$ cat config.mk
export PLATFORM = sky130hd
export DESIGN_NAME = tune_cmd_decoder
export DESIGN_NICKNAME = d
export VERILOG_FILES = /design/src/rtl/tune_cmd_decoder.sv
export SDC_FILE = /design/constraint.sdc
export NUM_CORES = 1
export LEC_CHECK = 0
export ABC_AREA = 1
export CAP_MARGIN = 20
export CORE_MARGIN = 1.5
export CORE_UTILIZATION = 35
export DETAILED_ROUTE_END_ITERATION = 12
export PLACE_DENSITY = 0.64
export SYNTH_ARGS = -nofsm -noshare
export SYNTH_HDL_FRONTEND = slang
export SYNTH_SLANG_ARGS = --single-unit
$ cat constraint.sdc
create_clock -name osc_clk -period 1.7 [get_ports osc_clk]
set_input_delay 0.255 -clock osc_clk [delete_from_list [all_inputs] [get_ports osc_clk]]
set_output_delay 0.255 -clock osc_clk [all_outputs]
set_load 0.1 [all_outputs]
$ cat src/rtl/tune_cmd_decoder.sv
// Parses 11-byte tuning frames (A5, CMD, D7..D0, CSUM) from the UART receiver,
// loads the NCO phase increments and answers each complete frame with ACK/NAK.
module tune_cmd_decoder #(
  parameter int unsigned TIMEOUT_CLKS = 133000,
  parameter logic [63:0] CARR_RESET   = 64'h01ED3E9CFE280000,
  parameter logic [63:0] GEN_RESET    = 64'h01ECC07802400000
) (
  input  logic        osc_clk,
  input  logic        rst,
  input  logic        i_Rx_DV,
  input  logic [7:0]  i_Rx_Byte,
  input  logic        i_Tx_Active,
  output logic        o_Tx_DV,
  output logic [7:0]  o_Tx_Byte,
  output logic [63:0] phase_inc_carr,
  output logic [63:0] phase_inc_carrGen,
  output logic [1:0]  o_load,
  output logic        o_frame_err,
  output logic [2:0]  dbg_state
);

  // Handshake: i_Rx_DV and o_Tx_DV are single-cycle strobes with no back-pressure;
  // the response strobe is held off while i_Tx_Active is high, and bytes seen
  // while a response is pending are discarded.
  typedef enum logic [2:0] {
    S_IDLE = 3'd0,
    S_CMD  = 3'd1,
    S_DATA = 3'd2,
    S_CSUM = 3'd3,
    S_RESP = 3'd4
  } state_t;

  localparam int unsigned TW = $clog2(TIMEOUT_CLKS + 1);
  localparam logic [7:0]  SYNC = 8'hA5;
  localparam logic [7:0]  ACK  = 8'h06;
  localparam logic [7:0]  NAK  = 8'h15;

  state_t        state, state_n;
  logic [2:0]    idx, idx_n;
  logic [63:0]   shadow, shadow_n;
  logic [7:0]    csum, csum_n;
  logic [7:0]    cmd, cmd_n;
  logic [7:0]    resp, resp_n;
  logic [TW-1:0] tcnt, tcnt_n;
  logic [63:0]   carr_n, gen_n;
  logic [1:0]    load_n;
  logic          err_n, tx_dv_n;
  logic [7:0]    tx_byte_n;
  logic          in_frame, timeout;

  assign dbg_state = state;
  assign in_frame  = (state == S_CMD) || (state == S_DATA) || (state == S_CSUM);
  // A byte arriving on the expiry cycle takes priority over the timeout.
  assign timeout   = in_frame && !i_Rx_DV && (tcnt == TW'(TIMEOUT_CLKS - 1));

  always_comb begin
    state_n   = state;
    idx_n     = idx;
    shadow_n  = shadow;
    csum_n    = csum;
    cmd_n     = cmd;
    resp_n    = resp;
    tcnt_n    = (i_Rx_DV || !in_frame) ? '0 : tcnt + 1'b1;
    carr_n    = phase_inc_carr;
    gen_n     = phase_inc_carrGen;
    load_n    = 2'b00;
    err_n     = 1'b0;
    tx_dv_n   = 1'b0;
    tx_byte_n = o_Tx_Byte;

    case (state)
      S_IDLE: begin
        if (i_Rx_DV && i_Rx_Byte == SYNC) begin
          state_n  = S_CMD;
          shadow_n = '0;
          csum_n   = '0;
        end
      end
      S_CMD: begin
        if (i_Rx_DV) begin
          cmd_n   = i_Rx_Byte;
          csum_n  = i_Rx_Byte;
          idx_n   = '0;
          state_n = S_DATA;
        end
      end
      S_DATA: begin
        if (i_Rx_DV) begin
          shadow_n = {shadow[55:0], i_Rx_Byte};
          csum_n   = csum ^ i_Rx_Byte;
          idx_n    = idx + 3'd1;
          if (idx == 3'd7) state_n = S_CSUM;
        end
      end
      S_CSUM: begin
        if (i_Rx_DV) begin
          state_n = S_RESP;
          if (i_Rx_Byte == csum && cmd == 8'h01) begin
            carr_n = shadow;
            load_n = 2'b01;
            resp_n = ACK;
          end else if (i_Rx_Byte == csum && cmd == 8'h02) begin
            gen_n  = shadow;
            load_n = 2'b10;
            resp_n = ACK;
          end else begin
            err_n  = 1'b1;
            resp_n = NAK;
          end
        end
      end
      S_RESP: begin
        if (!i_Tx_Active) begin
          tx_dv_n   = 1'b1;
          tx_byte_n = resp;
          state_n   = S_IDLE;
        end
      end
      default: state_n = S_IDLE;
    endcase

    if (timeout) begin
      state_n = S_IDLE;
      err_n   = 1'b1;
    end
  end

  always_ff @(posedge osc_clk) begin
    if (rst) begin
      state             <= S_IDLE;
      idx               <= '0;
      shadow            <= '0;
      csum              <= '0;
      cmd               <= '0;
      resp              <= '0;
      tcnt              <= '0;
      phase_inc_carr    <= CARR_RESET;
      phase_inc_carrGen <= GEN_RESET;
      o_load            <= 2'b00;
      o_frame_err       <= 1'b0;
      o_Tx_DV           <= 1'b0;
      o_Tx_Byte         <= 8'h00;
    end else begin
      state             <= state_n;
      idx               <= idx_n;
      shadow            <= shadow_n;
      csum              <= csum_n;
      cmd               <= cmd_n;
      resp              <= resp_n;
      tcnt              <= tcnt_n;
      phase_inc_carr    <= carr_n;
      phase_inc_carrGen <= gen_n;
      o_load            <= load_n;
      o_frame_err       <= err_n;
      o_Tx_DV           <= tx_dv_n;
      o_Tx_Byte         <= tx_byte_n;
    end
  end

endmodule

==> results.sh, run 1 <==
export IMPL_dr_total_vias=9542
export IMPL_die_area_sq_um=28750
export IMPL_vias_per_cell=5.022
export IMPL_dp_cells=1823
export IMPL_syn_area_sq_um=9708
export IMPL_rsz0062_at_grt="true"
export IMPL_crit_fanout=6
export IMPL_ys_flop_type="dfxtp_1"
export IMPL_port_buffer_count=150
export IMPL_leakage_nw=6.142
export IMPL_startpoint="csum[6]"
export IMPL_hold_depth=4
export IMPL_ys_ff_latch=242
export IMPL_grt_max_degree=64
export IMPL_netlist_top_cells_area="dfxtp_1, nor2_1, nand2_1, nand3_1, a21oi_1"
export IMPL_antenna_found_initial=0
export IMPL_clkSlewWorstSetupHoldPaths_ns=0.06
export IMPL_crit_arrival_ns=2.14
export IMPL_r2r_cells=11
export IMPL_coreArea_sq_um=27100
export IMPL_drcViolationCount=0
export IMPL_start_kind="flip-flop"
export IMPL_p_comb_share_pct=16.0
export IMPL_die_height_um=169.5
export IMPL_drv_slew=0
export IMPL_multi_input_area_sq_um=4217
export IMPL_antenna_cells=0
export IMPL_yosys_area_top_type_share_pct=49.90
export IMPL_min_to="cmd[3]"
export IMPL_cap_viol_max_count=0
export IMPL_dieWidth_um=169.5
export IMPL_async_flop_share_pct=0
export IMPL_cts_tree="built"
export IMPL_intPower_mw=10.37
export IMPL_initial_utilization_pct=35.82
export IMPL_htreeDepth=1
export IMPL_clockRootBuffer="clkbuf_16"
export IMPL_seq_area_frac_synth_pct=49.90
export IMPL_cp_data_required_time_ns=2.16
export IMPL_grt_pass1_wl_mm=45.72
export IMPL_drt_initial_drc_count=864
export IMPL_grt_overflow_total=0
export IMPL_finalHoldViolations=0
export IMPL_worst_setup_path_type="flip-flop to flip-flop"
export IMPL_p_seq_share_pct=45.0
export IMPL_wl_per_cell_um=16.67
export IMPL_first_pass_iters=5
export IMPL_grt_pass1_vias=8619
export IMPL_yosys_cell_types_count=30
export IMPL_place_congestion=0.8219
export IMPL_post_dp_hpwl_mm=19.04
export IMPL_antenna_left=0
export IMPL_drive_above_1_share_pct=23.17
export IMPL_cts_buffers=26
export IMPL_r2r_start="csum[6]"
export IMPL_rrSetupSlack_ns=0.01
export IMPL_stdcell_count=1900
export IMPL_fin_crit_sh_pct=99.32
export IMPL_seq_area_sq_um=4861
export IMPL_stdcell_area_sq_um=14940
export IMPL_synth_cells_most_frequent="dfxtp_1, nor2_1, nand2_1"
export IMPL_synth_edf_count=0
export IMPL_syn_inst=1324
export IMPL_finClkSkew_ns=0.01110
export IMPL_switching_share_pct=29.55
export IMPL_min_path_type="input pin to flip-flop"
export IMPL_rows=60
export IMPL_power_density_nw_per_um2=984.8
export IMPL_synth_top_area_cell="dfxtp_1"
export IMPL_switchingPower_mw=4.349
export IMPL_status="finished, final reports clean"
export IMPL_drt_total_wl_mm=31.67
export IMPL_fillers=2427
export IMPL_cts_sinks=242
export IMPL_place_area_sq_um=13390
export IMPL_hold_start="i_Rx_Byte[3]"
export IMPL_cts_buffer_depth=3
export IMPL_insertion_delay_ns=0.52
export IMPL_tns_ns=0
export IMPL_syn_area_per_cell_sq_um=7.332
export IMPL_yosysWarnings=0
export IMPL_fmax_mhz=592.3
export IMPL_end_kind="flip-flop"
export IMPL_ios=155
export IMPL_worstReg2RegEnd="phase_inc_carr[58]"
export IMPL_power_share_clock_pct=38.9
export IMPL_grt_usage_pct=19.60
export IMPL_ir_drop_v=0.0005905
export IMPL_finalNetCount=1524
export IMPL_setup_viol=0
export IMPL_fin_crit_ns=1.688
export IMPL_area_growth_pct=53.92
export IMPL_synth_most_common_cell="dfxtp_1"
==> state kept, by name, summed over array words and instances (netlist names), 2 cells and up <==
| signal | count |
|---|---|
| phase_inc_carrGen | 64 |
| phase_inc_carr | 64 |
| shadow | 64 |
| tcnt | 18 |
| cmd | 8 |
| csum | 8 |
| dbg_state | 3 |
| idx | 3 |
| o_Tx_Byte | 3 |
| resp | 3 |
| o_load | 2 |
==> area by class of cell <==
class	count	area share (%)
Clock buffer	39	5.158
Clock inverter	8	0.6280
Sequential cell	242	32.53
Tap cell	372	3.115
Multi-Input combinational cell	883	28.22
Inverter	105	2.688
Timing Repair Buffer	251	27.66
==> layout by cell type (no fill, tap or decap), types with 9 or more instances in the layout <==
cell,Yosys,final
dfxtp_1,242,235
nor2_1,233,222
nand2_1,218,204
buf_12,0,157
nand3_1,120,116
inv_1,97,93
a21oi_1,87,87
o21ai_0,77,77
buf_4,12,61
nand4_1,56,56
clkbuf_16,0,39
o21ai_1,40,29
nand2_2,2,15
inv_2,8,10
o21ai_2,0,10
clkdlybuf4s50_1,0,10
nor2_2,5,9
nor3_1,12,9
o22ai_1,9,9
==> worst max-delay path by stage <==
stage                                 end  slack [ns]
CTS                 phase_inc_carrGen[59]        0.01
global route           phase_inc_carr[14]       -0.12
detailed placement  phase_inc_carrGen[22]       -0.53
floorplan              phase_inc_carr[29]      -0.003
finish                 phase_inc_carr[58]        0.01
global placement                shadow[6]       -0.49
==> stage by stage <==
stage	setup WS, ns	total power [mW]	hold WS, ns	utilization (%)
after global placement	-0.4948	8.826	0.4403	49.40
after detailed placement	-0.5274	8.890	0.4520	49.40
after global routing	-0.1199	15.35	0.2151	55.14
after floorplan	-0.003390	8.071	0.3335	-
final	0.01160	14.72	0.2184	55.14
after CTS	0.01450	14.58	0.4559	52.65
==> cell families (layout without fill, tap and decap cells) <==
group	after synthesis	in the layout	share of synthesized area, %
compound gates	223	223	11.91
xor+xnor	1	1	0.09023
fa+ha+maj	3	3	0.3867
buf+inv	202	403	8.790
flops	242	242	49.90
other cells	1	4	0.03863
simple gates	652	652	28.88
==> what timing repair did <==
| item | CTS | global route |
|---|---|---|
| hold endpoints to repair | 0 | 0 |
| cloned | 0 | 17 |
| resized for setup | 4 | 61 |
| pin swaps | 1 | 31 |
| hold buffers | 0 | 0 |
| buffers inserted | 0 | 13 |
| endpoints found under the setup margin | 20 | 190 |
==> routing by layer <==
metal  vias up  wire (um)  GRT usage, %
li1       4686          -             -
met1      4494      14320         26.80
met2       310      14520         31.96
met3        52       2228         3.755
met4         0        605         4.540
met5         -          0             0
==> power by group through the flow <==
stage,registers (mW),logic (mW),clock network [mW]
3_3_place_gp,6.72,2.11,0
3_5_place_dp,6.72,2.17,0
6_report,6.63,2.36,5.73
4_1_cts,6.60,2.19,5.79
2_1_floorplan,6.62,1.45,0
5_1_grt,6.67,2.62,6.05
==> critical path: stages (launching register included) <==
cell	delay, ns
dfxtp_1	0.31
inv_1	0.07
nand2_1	0.05
nand2_1	0.08
nand2_1	0.09
nor2_4	0.14
nand3_4	0.12
nor2_4	0.23
buf_6	0.19
clkbuf_16	0.18
o21ai_1	0.07
nor2_1	0.09
(Power assumes the default switching activity.)
==> run 2, diff against run 1 <==
- GPL_TIMING_DRIVEN: not set -> 0
==> results.sh, run 2 (synthesized netlist as in run 1, its figures left out) <==
export IMPL_status="finished with violations"
export IMPL_area_growth_pct=35.03
export IMPL_intPower_mw=10.19
export IMPL_antenna_cells=0
export IMPL_drcViolationCount=0
export IMPL_fmax_mhz=561.9
export IMPL_fin_crit_sh_pct=104.7
export IMPL_cap_viol_max_count=0
export IMPL_cp_data_required_time_ns=2.17
export IMPL_htreeDepth=1
export IMPL_post_dp_hpwl_mm=21.42
export IMPL_clkSlewWorstSetupHoldPaths_ns=0.06
export IMPL_cts_buffer_depth=3
export IMPL_stdcell_area_sq_um=13110
export IMPL_antenna_left=0
export IMPL_first_pass_iters=7
export IMPL_finalHoldViolations=0
export IMPL_ir_drop_v=0.0005848
export IMPL_drt_total_wl_mm=31.55
export IMPL_antenna_found_initial=0
export IMPL_power_share_clock_pct=38.9
export IMPL_finClkSkew_ns=0.01350
export IMPL_maxSlewHeadroom_pct=59.03
export IMPL_rsz0062_at_grt="true"
export IMPL_cts_tree="built"
export IMPL_rows=60
export IMPL_crit_chain="inv_2 > nand2_2 > nand2_2 > nand2_2 > nor2_4 > buf_6 > nand3_4 > nor2_4 > clkbuf_16 > clkbuf_16 > nand2_4 > nand3_2"
export IMPL_start_kind="flip-flop"
export IMPL_tightest_slew_ns=0.6145
export IMPL_vias_per_cell=4.987
export IMPL_setup_viol=64
export IMPL_cpMostUsedCell="nand2_2"
export IMPL_switching_share_pct=30.65
export IMPL_coreArea_sq_um=27100
export IMPL_dieWidth_um=169.5
export IMPL_crit_arrival_ns=2.25
export IMPL_crit_path_max_incr_delay_ns=0.32
export IMPL_cts_buffers=27
export IMPL_fillers=2694
export IMPL_grt_pass1_wl_mm=47.51
export IMPL_cts_sinks=242
export IMPL_p_comb_share_pct=15.6
export IMPL_ios=155
export IMPL_violations="setup timing"
export IMPL_power_density_nw_per_um2=1121
export IMPL_top_regs="phase_inc_carrGen (64), phase_inc_carr (64), shadow (64)"
export IMPL_grt_max_degree=14
export IMPL_place_congestion=0.8675
export IMPL_die_area_sq_um=28750
export IMPL_final_cell_mix="dfxtp_1, nand2_1, nor2_1, buf_2, nand3_1"
export IMPL_dr_total_vias=9575
export IMPL_layout_commonest_cell="dfxtp_1"
export IMPL_initial_utilization_pct=35.82
export IMPL_clockRootBuffer="clkbuf_16"
export IMPL_leakage_nw=5.804
export IMPL_fin_crit_ns=1.780
export IMPL_grt_overflow_total=0
export IMPL_drt_initial_drc_count=858
export IMPL_finalNetCount=1544
export IMPL_grt_pass1_vias=8809
export IMPL_hold_slack_ns=0.1390
export IMPL_place_area_sq_um=11720
export IMPL_die_height_um=169.5
export IMPL_drv_slew=0
export IMPL_switchingPower_mw=4.505
export IMPL_min_path_type="input pin to flip-flop"
export IMPL_drive_above_1_share_pct=26.36
export IMPL_wl_per_cell_um=16.43
export IMPL_p_seq_share_pct=45.5
export IMPL_end_kind="flip-flop"
export IMPL_layout_setup_ws_ns=-0.07971
export IMPL_worst_setup_path_type="flip-flop to flip-flop"
export IMPL_insertion_delay_ns=0.54
export IMPL_port_buffer_count=150
export IMPL_crit_slowest_cell="dfxtp_2"
export IMPL_crit_fanout=5
export IMPL_grt_usage_pct=20.79
==> run 2: cell count changes in the layout (fill, tap and decap cells not counted), moves of 11 or more <==
cell | before | now
buf_12 | 157 | 6
buf_4 | 61 | 32
buf_2 | 0 | 120
clkdlybuf4s18_2 | 0 | 17
o21ai_1 | 29 | 40
clkbuf_1 | 7 | 36
nor2_2 | 9 | 39
nand2_4 | 1 | 15
clkbuf_2 | 0 | 11
nand3_2 | 4 | 16
nor2_1 | 222 | 182
nand2_1 | 204 | 187
nand3_1 | 116 | 101
==> run 2: layout make-up <==
class	instances	area [sq um]	area share [%]
Sequential cell	242	4867	37.13
Multi-Input combinational cell	883	4551	34.71
Timing Repair Buffer	173	1294	9.869
Clock buffer	38	747.0	5.698
Buffer	97	680.7	5.192
Tap cell	372	465.4	3.551
Inverter	105	394.1	3.007
Clock inverter	10	110.1	0.8399
==> run 2: power by group through the flow <==
stage | clock network, mW | registers (mW) | logic, mW
finish | 5.72 | 6.69 | 2.30
global route | 6.04 | 6.72 | 2.54
CTS | 5.79 | 6.61 | 2.15
detailed placement | 0 | 6.72 | 2.05
global placement | 0 | 6.72 | 2.00
floorplan | 0 | 6.62 | 1.45
==> run 2: repair_timing <==
action / in CTS / in global routing
pin swaps: 11 / 57
cloned: 1 / 8
resized for setup: 623 / 291
setup endpoints to repair: 346 / 283
hold buffers: 0 / 0
setup buffers: 8 / 6
==> run 2: per-layer routing <==
layer | GRT usage [%] | wire length (um)
met3 | 3.638 | 1932
met1 | 28.59 | 14410
met2 | 33.06 | 14210
met5 | 0 | 0
met4 | 6.695 | 990
==> run 2: critical path: cells and delay by family, from the launching register on <==
family / cells / cell delay, ns
simple gates: 8 / 0.82
buf+inv: 4 / 0.58
flops: 1 / 0.32
==> run 2: path summary, 6_finish.rpt <==
kind | start | endpoint | slack [ns] | cells past startpoint
min reg2reg | o_Tx_Byte[2] | o_Tx_Byte[2] | 0.44 | 2
max | csum[6] | phase_inc_carrGen[53] | -0.08 | 12
max reg2reg | csum[6] | phase_inc_carrGen[53] | -0.08 | 12
min | i_Rx_Byte[1] | shadow[1] | 0.14 | 3
==> run 2: through the flow <==
step / setup WS, ns / cells / setup TNS, ns / total power, mW / util, %
2_1_floorplan: -0.003390 / 1327 / -0.08028 / 8.071 / -
3_3_place_gp: -1.130 / 1849 / -154.42 / 8.721 / 43.23
3_5_place_dp: -1.134 / 1849 / -156.95 / 8.771 / 43.23
4_1_cts: 0.00001066 / 1906 / 0 / 14.56 / 46.78
5_1_grt: -0.1497 / 1920 / -15.44 / 15.31 / 48.37
6_report: -0.07971 / 1920 / -2.553 / 14.70 / 48.37
